**config.mk**
```make
export PLATFORM = sky130hd
export DESIGN_NAME = clause_queue
export DESIGN_NICKNAME = d
export VERILOG_FILES = /design/src/rtl/clause_queue.sv
export SDC_FILE = /design/constraint.sdc
export NUM_CORES = 1
export LEC_CHECK = 0
export ABC_AREA = 1
export BUFFER_PORTS_ARGS = -buffer_cell sky130_fd_sc_hd__buf_2
export CORE_MARGIN = 1
export CORE_UTILIZATION = 55
export CTS_CLUSTER_SIZE = 16
export DETAILED_ROUTE_END_ITERATION = 16
export PLACE_DENSITY = 0.84
export SYNTH_ARGS = -nofsm -noshare
export SYNTH_HDL_FRONTEND = slang
export SYNTH_SLANG_ARGS = --single-unit
```
**constraint.sdc**
```tcl
create_clock -name clock -period 6.3 [get_ports clock]
set_input_delay 0 -clock clock [delete_from_list [all_inputs] [get_ports clock]]
set_output_delay 0 -clock clock [all_outputs]
set_load 0.01 [all_outputs]
```
**src/rtl/clause_queue.sv**
```systemverilog
// First-word-fall-through queue of clauses between the clause arbiter and the downstream engine.
// Flags derive from registered occupancy only; pushes that find no room are dropped and latched.
module clause_queue #(
    parameter int unsigned CLAUSE_WIDTH    = 4,
    parameter int unsigned ELEMENT_BIT_CNT = 11,
    parameter int unsigned DEPTH           = 8
) (
    input  logic                                    clock,
    input  logic                                    reset,
    input  logic                                    push_in,
    input  logic [CLAUSE_WIDTH*ELEMENT_BIT_CNT-1:0] clause_in,
    input  logic                                    pop_in,
    input  logic                                    flush_in,
    output logic [CLAUSE_WIDTH*ELEMENT_BIT_CNT-1:0] clause_out,
    output logic                                    valid_out,
    output logic                                    full_out,
    output logic                                    empty_out,
    output logic [$clog2(DEPTH):0]                  count_out,
    output logic                                    overflow_out
);

    localparam int unsigned DW = CLAUSE_WIDTH * ELEMENT_BIT_CNT;
    localparam int unsigned AW = $clog2(DEPTH);
    localparam int unsigned CW = AW + 1;

    logic [DW-1:0] mem_q [DEPTH];
    logic [AW-1:0] wr_ptr_q, wr_ptr_d;
    logic [AW-1:0] rd_ptr_q, rd_ptr_d;
    logic [CW-1:0] count_q, count_d;
    logic          overflow_q, overflow_d;

    logic full, empty;
    logic pop_acc, push_acc, push_drop;

    assign full  = (count_q == CW'(DEPTH));
    assign empty = (count_q == '0);

    // Flush discards both requests; a pop on a full queue frees the slot for a same-edge push.
    assign pop_acc   = pop_in && !empty && !flush_in;
    assign push_acc  = push_in && !flush_in && (!full || pop_acc);
    assign push_drop = push_in && !flush_in && full && !pop_acc;

    always_comb begin
        wr_ptr_d   = wr_ptr_q;
        rd_ptr_d   = rd_ptr_q;
        count_d    = count_q;
        overflow_d = overflow_q;
        if (flush_in) begin
            wr_ptr_d   = '0;
            rd_ptr_d   = '0;
            count_d    = '0;
            overflow_d = 1'b0;
        end else begin
            if (push_acc) wr_ptr_d = wr_ptr_q + AW'(1);
            if (pop_acc)  rd_ptr_d = rd_ptr_q + AW'(1);
            unique case ({push_acc, pop_acc})
                2'b10:   count_d = count_q + CW'(1);
                2'b01:   count_d = count_q - CW'(1);
                default: count_d = count_q;
            endcase
            if (push_drop) overflow_d = 1'b1;
        end
    end

    always_ff @(posedge clock or negedge reset) begin
        if (!reset) begin
            wr_ptr_q   <= '0;
            rd_ptr_q   <= '0;
            count_q    <= '0;
            overflow_q <= 1'b0;
        end else begin
            wr_ptr_q   <= wr_ptr_d;
            rd_ptr_q   <= rd_ptr_d;
            count_q    <= count_d;
            overflow_q <= overflow_d;
        end
    end

    // Storage is not reset: its contents are never visible while the queue is empty.
    always_ff @(posedge clock) begin
        if (push_acc) mem_q[wr_ptr_q] <= clause_in;
    end

    always_comb begin
        clause_out   = empty ? '0 : mem_q[rd_ptr_q];
        valid_out    = !empty;
        full_out     = full;
        empty_out    = empty;
        count_out    = count_q;
        overflow_out = overflow_q;
    end

endmodule

```
# Yosys cells after proc, flatten, opt, wreduce, memory -nomap -nowiden
# Memories as Yosys holds them, arrays and structs flattened.
# Cells that the tools add are included.
# Widths: inputs -> output; s select.
# classes
add_sub_neg,4
n_eq_ne,3
n_mux,11
reduce_logical,16
# ops
op,count
$mux 44,1
$mux 3,4
$pmux 4 s2,1
$add 3x1->3 const B,2
$logic_and 1x1->1,6
$reduce_bool 2->1,3
$add 4x1->4 const B,1
$eq 4x4->1 const B,1
$logic_not 1->1,4
$logic_not 4->1,1
$mux 1,4
$mux 4,1
$sub 4x1->4 const B,1
$reduce_bool 3->1,1
$eq 2x1->1 const B,1
$eq 2x2->1 const B,1
$logic_or 1x1->1,1
# totals
regBits,11
mem_bits_rw,352
in_bits,49
output_inout_bits,52
word_cells,39
memories,1
# mem_list
memory,words,word_bits,read_ports,rd_clocked_by_memory_dff,write_ports,line_no,rtl
mem_q,8,44,1,0,1,26,logic [DW-1:0] mem_q [DEPTH];

# Logic depth before layout (Yosys ltp)
# depth
ltp_word,9
depth_mapped,11

# Worst setup path before layout
# OpenSTA, ideal clock, no wires.
# synth_path
path_kind,register -> register
startpoint,register count_q[0] (netlist: count_out[0])
endpoint,"memory mem_q[0][0] (netlist name), enable pin"
arrival_ps,2899
required_ps,5855
setup_slack_ps,2955
stages_incl_launch_ff,9
period_less_slack_ps,3345
path_cell_list,dfrtp_1 > nor2_1 > nand2_2 > nand3_2 > nand2_1 > nand2_1 > inv_1 > nand2_1 > nor2_1
# synth_between
elab_chain_cells,8
elab_cells_between_ends,10
classes_between,1 x eq/ne; 2 x mux; 7 x reduce/logical
# synth_lines
element,line_no,rtl
"start, declared",29,"logic [CW-1:0] count_q, count_d;"
"start signal, assigned",74,count_q <= count_d;
$logic_not 4->1,36,assign empty = (count_q == '0);
$logic_not 1->1,39,assign pop_acc = pop_in && !empty && !flush_in;
$logic_and 1x1->1 (2 in a row),39,
$logic_or 1x1->1 *,40,assign push_acc = push_in && !flush_in && (!full || pop_acc);
$logic_and 1x1->1 *,40,
$mux 1 *,81,if (push_acc) mem_q[wr_ptr_q] <= clause_in;
$mux 1 (implied by the code) *,81,
"end, declared",26,
# Every way passes the cells marked *; elsewhere a longest branch is shown, timed or not.

# Worst setup path after layout
# layout_path
startpoint,register rd_ptr_q[0]
endpoint,output port clause_out[9]
# layout_between
elab_chain_cells,2
# layout_lines
element,line_no,rtl
"start, declared",28,"logic [AW-1:0] rd_ptr_q, rd_ptr_d;"
"start signal, assigned",73,rd_ptr_q <= rd_ptr_d;
$mem_v2 8x44,--,
$mux 44,85,clause_out = empty ? '0 : mem_q[rd_ptr_q];
"end, declared",14,"output logic [CLAUSE_WIDTH*ELEMENT_BIT_CNT-1:0] clause_out,"
# No other way between the ends.

==> flow_metrics.py <==
metrics = {
    "timing": {
        "rsz0062_at_grt": "no",
        "max_freq_ghz": 0.267,
        "hold_violations": 0,
        "postLayoutSetupSlackWorst_ns": 2.56,
        "maxSlewViolCount": 0,
        "clock_skew_ns": 0.0204,
        "slew_headroom_pct": 19.9,
        "worstMarginPinSlew_ns": 1.20,
        "setup_viol_count_final": 0,
        "finalWorstPathRequiredPeriod_ns": 3.74,
        "setup_tns_ns": 0,
        "post-route-period-util_pct": 59.4,
    },
    "setup_path": {
        "cp_max_fo": 139,
        "worstPathArrival_ns": 3.74,
        "critPathKind": "reg -> out",
        "startpoint_type": "flip-flop",
        "cp_cell_sequence": "clkinv_4 -> buf_4 -> o21ai_0 -> o22ai_1 -> o21ai_1 -> a31oi_1 -> buf_2",
        "endpoint_kind": "output port",
        "cp.buffers_inverters": 3,
        "critPathTopFamily": "buffers and inverters",
        "cpPeakStageDelay_ns": 0.93,
        "crit_path_top_delay_cell": "clkinv_4",
        "critPathRequiredTime_ns": 6.30,
    },
    "routing": {
        "finalWirelength_um": 31000,
        "vias": 9298,
        "drc": 0,
        "viasPerCell": 5.93,
        "avgRoutedWirePerCell_um": 19.7,
        "drt_iter0_drc": 926,
        "drtAntennaViolNets": 0,
        "drt-pass1-iter-count": 5,
    },
    "placement": {
        "place_ws_ns": 2.73,
        "dpl.hpwl_um": 16000,
        "gp_congestion": 0.775,
        "placed_cells": 1462,
        "io_buffers": 100,
    },
    "grt": {
        "grt_pass1_vias": 9373,
        "grt_max_degree": 140,
        "grt_first_pass_wirelength_um": 48500,
        "grtUsageTotal_pct": 23.4,
        "antenna_found_initial": 0,
        "overflow": 0,
    },
    "logic_synthesis": {
        "yosysTopAreaCell": "edfxtp_1",
        "syn_inst": 1092,
        "syn_area_mm2": 0.0144,
        "seq_area_frac_synth_pct": 75.6,
        "synth_warnings": 0,
        "avgSynthCellArea_um2": 13.1,
        "synth_seq_cells": 363,
        "synthTopCellsByArea": "edfxtp_1 (74%), nor2_1 (6.8%), o21ai_0 (6.3%)",
        "yosysTopAreaCellShare_pct": 73.7,
        "synth_cell_type_count": 27,
        "synth_nets": 1145,
    },
    "job": {
        "maxCapViolations": 0,
    },
    "clock_tree": {
        "cts-root-buf": "clkbuf_16",
        "post_cts_buffers": 0,
        "h-tree-depth": 2,
        "clk_latency_ns": 0.52,
        "cts_tree": "done",
        "clk_path_buf_depth": 3,
        "cts.reportedPaths.clkPinSlew_ns": 0.06,
        "clock-sinks": 363,
        "numCtsBuffers": 35,
    },
    "final_layout": {
        "drive_above_1_share_pct": 15.6,
        "area_growth_pct": 15.6,
        "fin_cells": 1569,
        "fillers": 1740,
        "final_util_pct": 65.3,
        "antenna_cells": 0,
        "fin_nets": 1271,
    },
    "pwr": {
        "fin_total_pwr_uw": 6930,
        "leakagePower_uw": 0.00567,
        "powerDensity_mw_per_mm2": 418,
        "vdd_drop_max_mv": 0.304,
    },
    "die": {
        "die_h_um": 164,
        "io_pins": 101,
        "start_util_pct": 56.5,
        "dieArea_mm2": 0.0267,
        "die_w_um": 164,
        "core_area_mm2": 0.0254,
        "rows": 58,
    },
    "hold_path": {
        "hold_class": "in -> reg",
    },
    "outcome": {
        "outcome": "complete, no violations",
    },
}
cell type report:
| cell class | instances | area, um^2 | area share, % |
|---|---|---|---|
| timing repair buffer | 161 | 1080 | 6.52 |
| clock inverter | 9 | 83.8 | 0.506 |
| multi-input combinational | 641 | 3120 | 18.8 |
| tap | 330 | 413 | 2.49 |
| clock buffer | 49 | 970 | 5.85 |
| sequential | 363 | 10900 | 65.4 |
| inverter | 16 | 66.3 | 0.400 |
final timing paths:
path                            endpoint          start  slack, ns  cells after the start
setup / recovery           clause_out[9]    rd_ptr_q[0]       2.56                      7
hold / removal              mem_q[1][17]  clause_in[17]       0.30                      2
setup reg to reg            mem_q[1][20]   count_out[0]       2.74                      9
hold reg to reg             overflow_out   overflow_out       0.55                      1
max in group asynchronous    rd_ptr_q[1]          reset       5.38                      3
min in group asynchronous    rd_ptr_q[0]          reset       0.52                      3
synthesized netlist by cell type:
| master | count |
|---|---|
| edfxtp_1 | 352 |
| o22ai_1 | 45 |
| xnor2_1 | 2 |
| nand3b_1 | 1 |
| inv_1 | 12 |
| buf_1 | 6 |
| ha_1 | 4 |
| nand4_2 | 1 |
| a31oi_1 | 44 |
| a32o_1 | 1 |
| nand3_1 | 8 |
| nand2_2 | 1 |
| o21ai_0 | 182 |
| clkinv_4 | 1 |
| inv_2 | 3 |
| buf_12 | 3 |
| buf_2 | 27 |
| xor2_1 | 1 |
| nand2_1 | 21 |
| dfrtp_1 | 11 |
| nor2_1 | 260 |
| buf_6 | 4 |
| nor2_2 | 21 |
| o21ai_1 | 45 |
| nand3_2 | 1 |
| clkbuf_1 | 32 |
| a21oi_1 | 3 |
registers in the layout, summed over array words and instances (netlist names):
name	flops
mem_q	352
count_out	4
rd_ptr_q	3
wr_ptr_q	3
overflow_out	1
logic make-up after synthesis:
family	Yosys count	synth area share [%]
adder cells (fa/ha/maj)	4	0.349
AO/OA/AOI/OAI	320	12.0
buffers and inverters	88	3.12
AND/OR/NAND/NOR	314	8.80
flip-flops	363	75.6
XOR/XNOR	3	0.183
through the flow:
stage,hold slack (ns),cell area [um^2]
final,0.298,16600
after global routing,0.300,16600
after CTS,0.276,16600
after detailed placement,-0.120,15000
after global placement,-0.123,15000
after floorplan,-0.296,14400
what timing repair did:
action                     4_1_cts  5_1_grt
hold endpoints to repair       374        0
gates resized for setup          0        0
hold buffers                    49        0
setup endpoints to repair        0        0
per-layer routing:
metal  routed length (um)  GRT usage (%)
met5                    0              0
met4                  765           9.18
met3                 2140           3.17
met2                15800           40.9
met1                12300           29.7
worst register-to-register path, delay by kind of cell (launching register included):
kind / cells / cell delay, ns
simple gates: 7 / 2.19
flops: 1 / 0.43
buf+inv: 2 / 0.59
cells in the final DEF (no fill, tap or decap), drive strengths merged:
cell type and n:
o22ai 45, a32o 1, a31oi 44, xor2 1, clkinv 8, inv 16
o21ai 227, bufinv 1, nor2 281, clkbuf 49, dlygate4sd3 49, xnor2 2
nand3b 1, nand3 9, nand2 22, buf 112, nand4 1, dfrtp 11
ha 4, a21oi 3, edfxtp 352
where the power goes:
group          internal [uW]  leakage, uW  switching (uW)
clock                   1120     0.000511             834
sequential              2730      0.00332             176
combinational            714      0.00184            1360
total                   4560      0.00567            2370
Note: power is estimated with default switching activity, not from simulation.
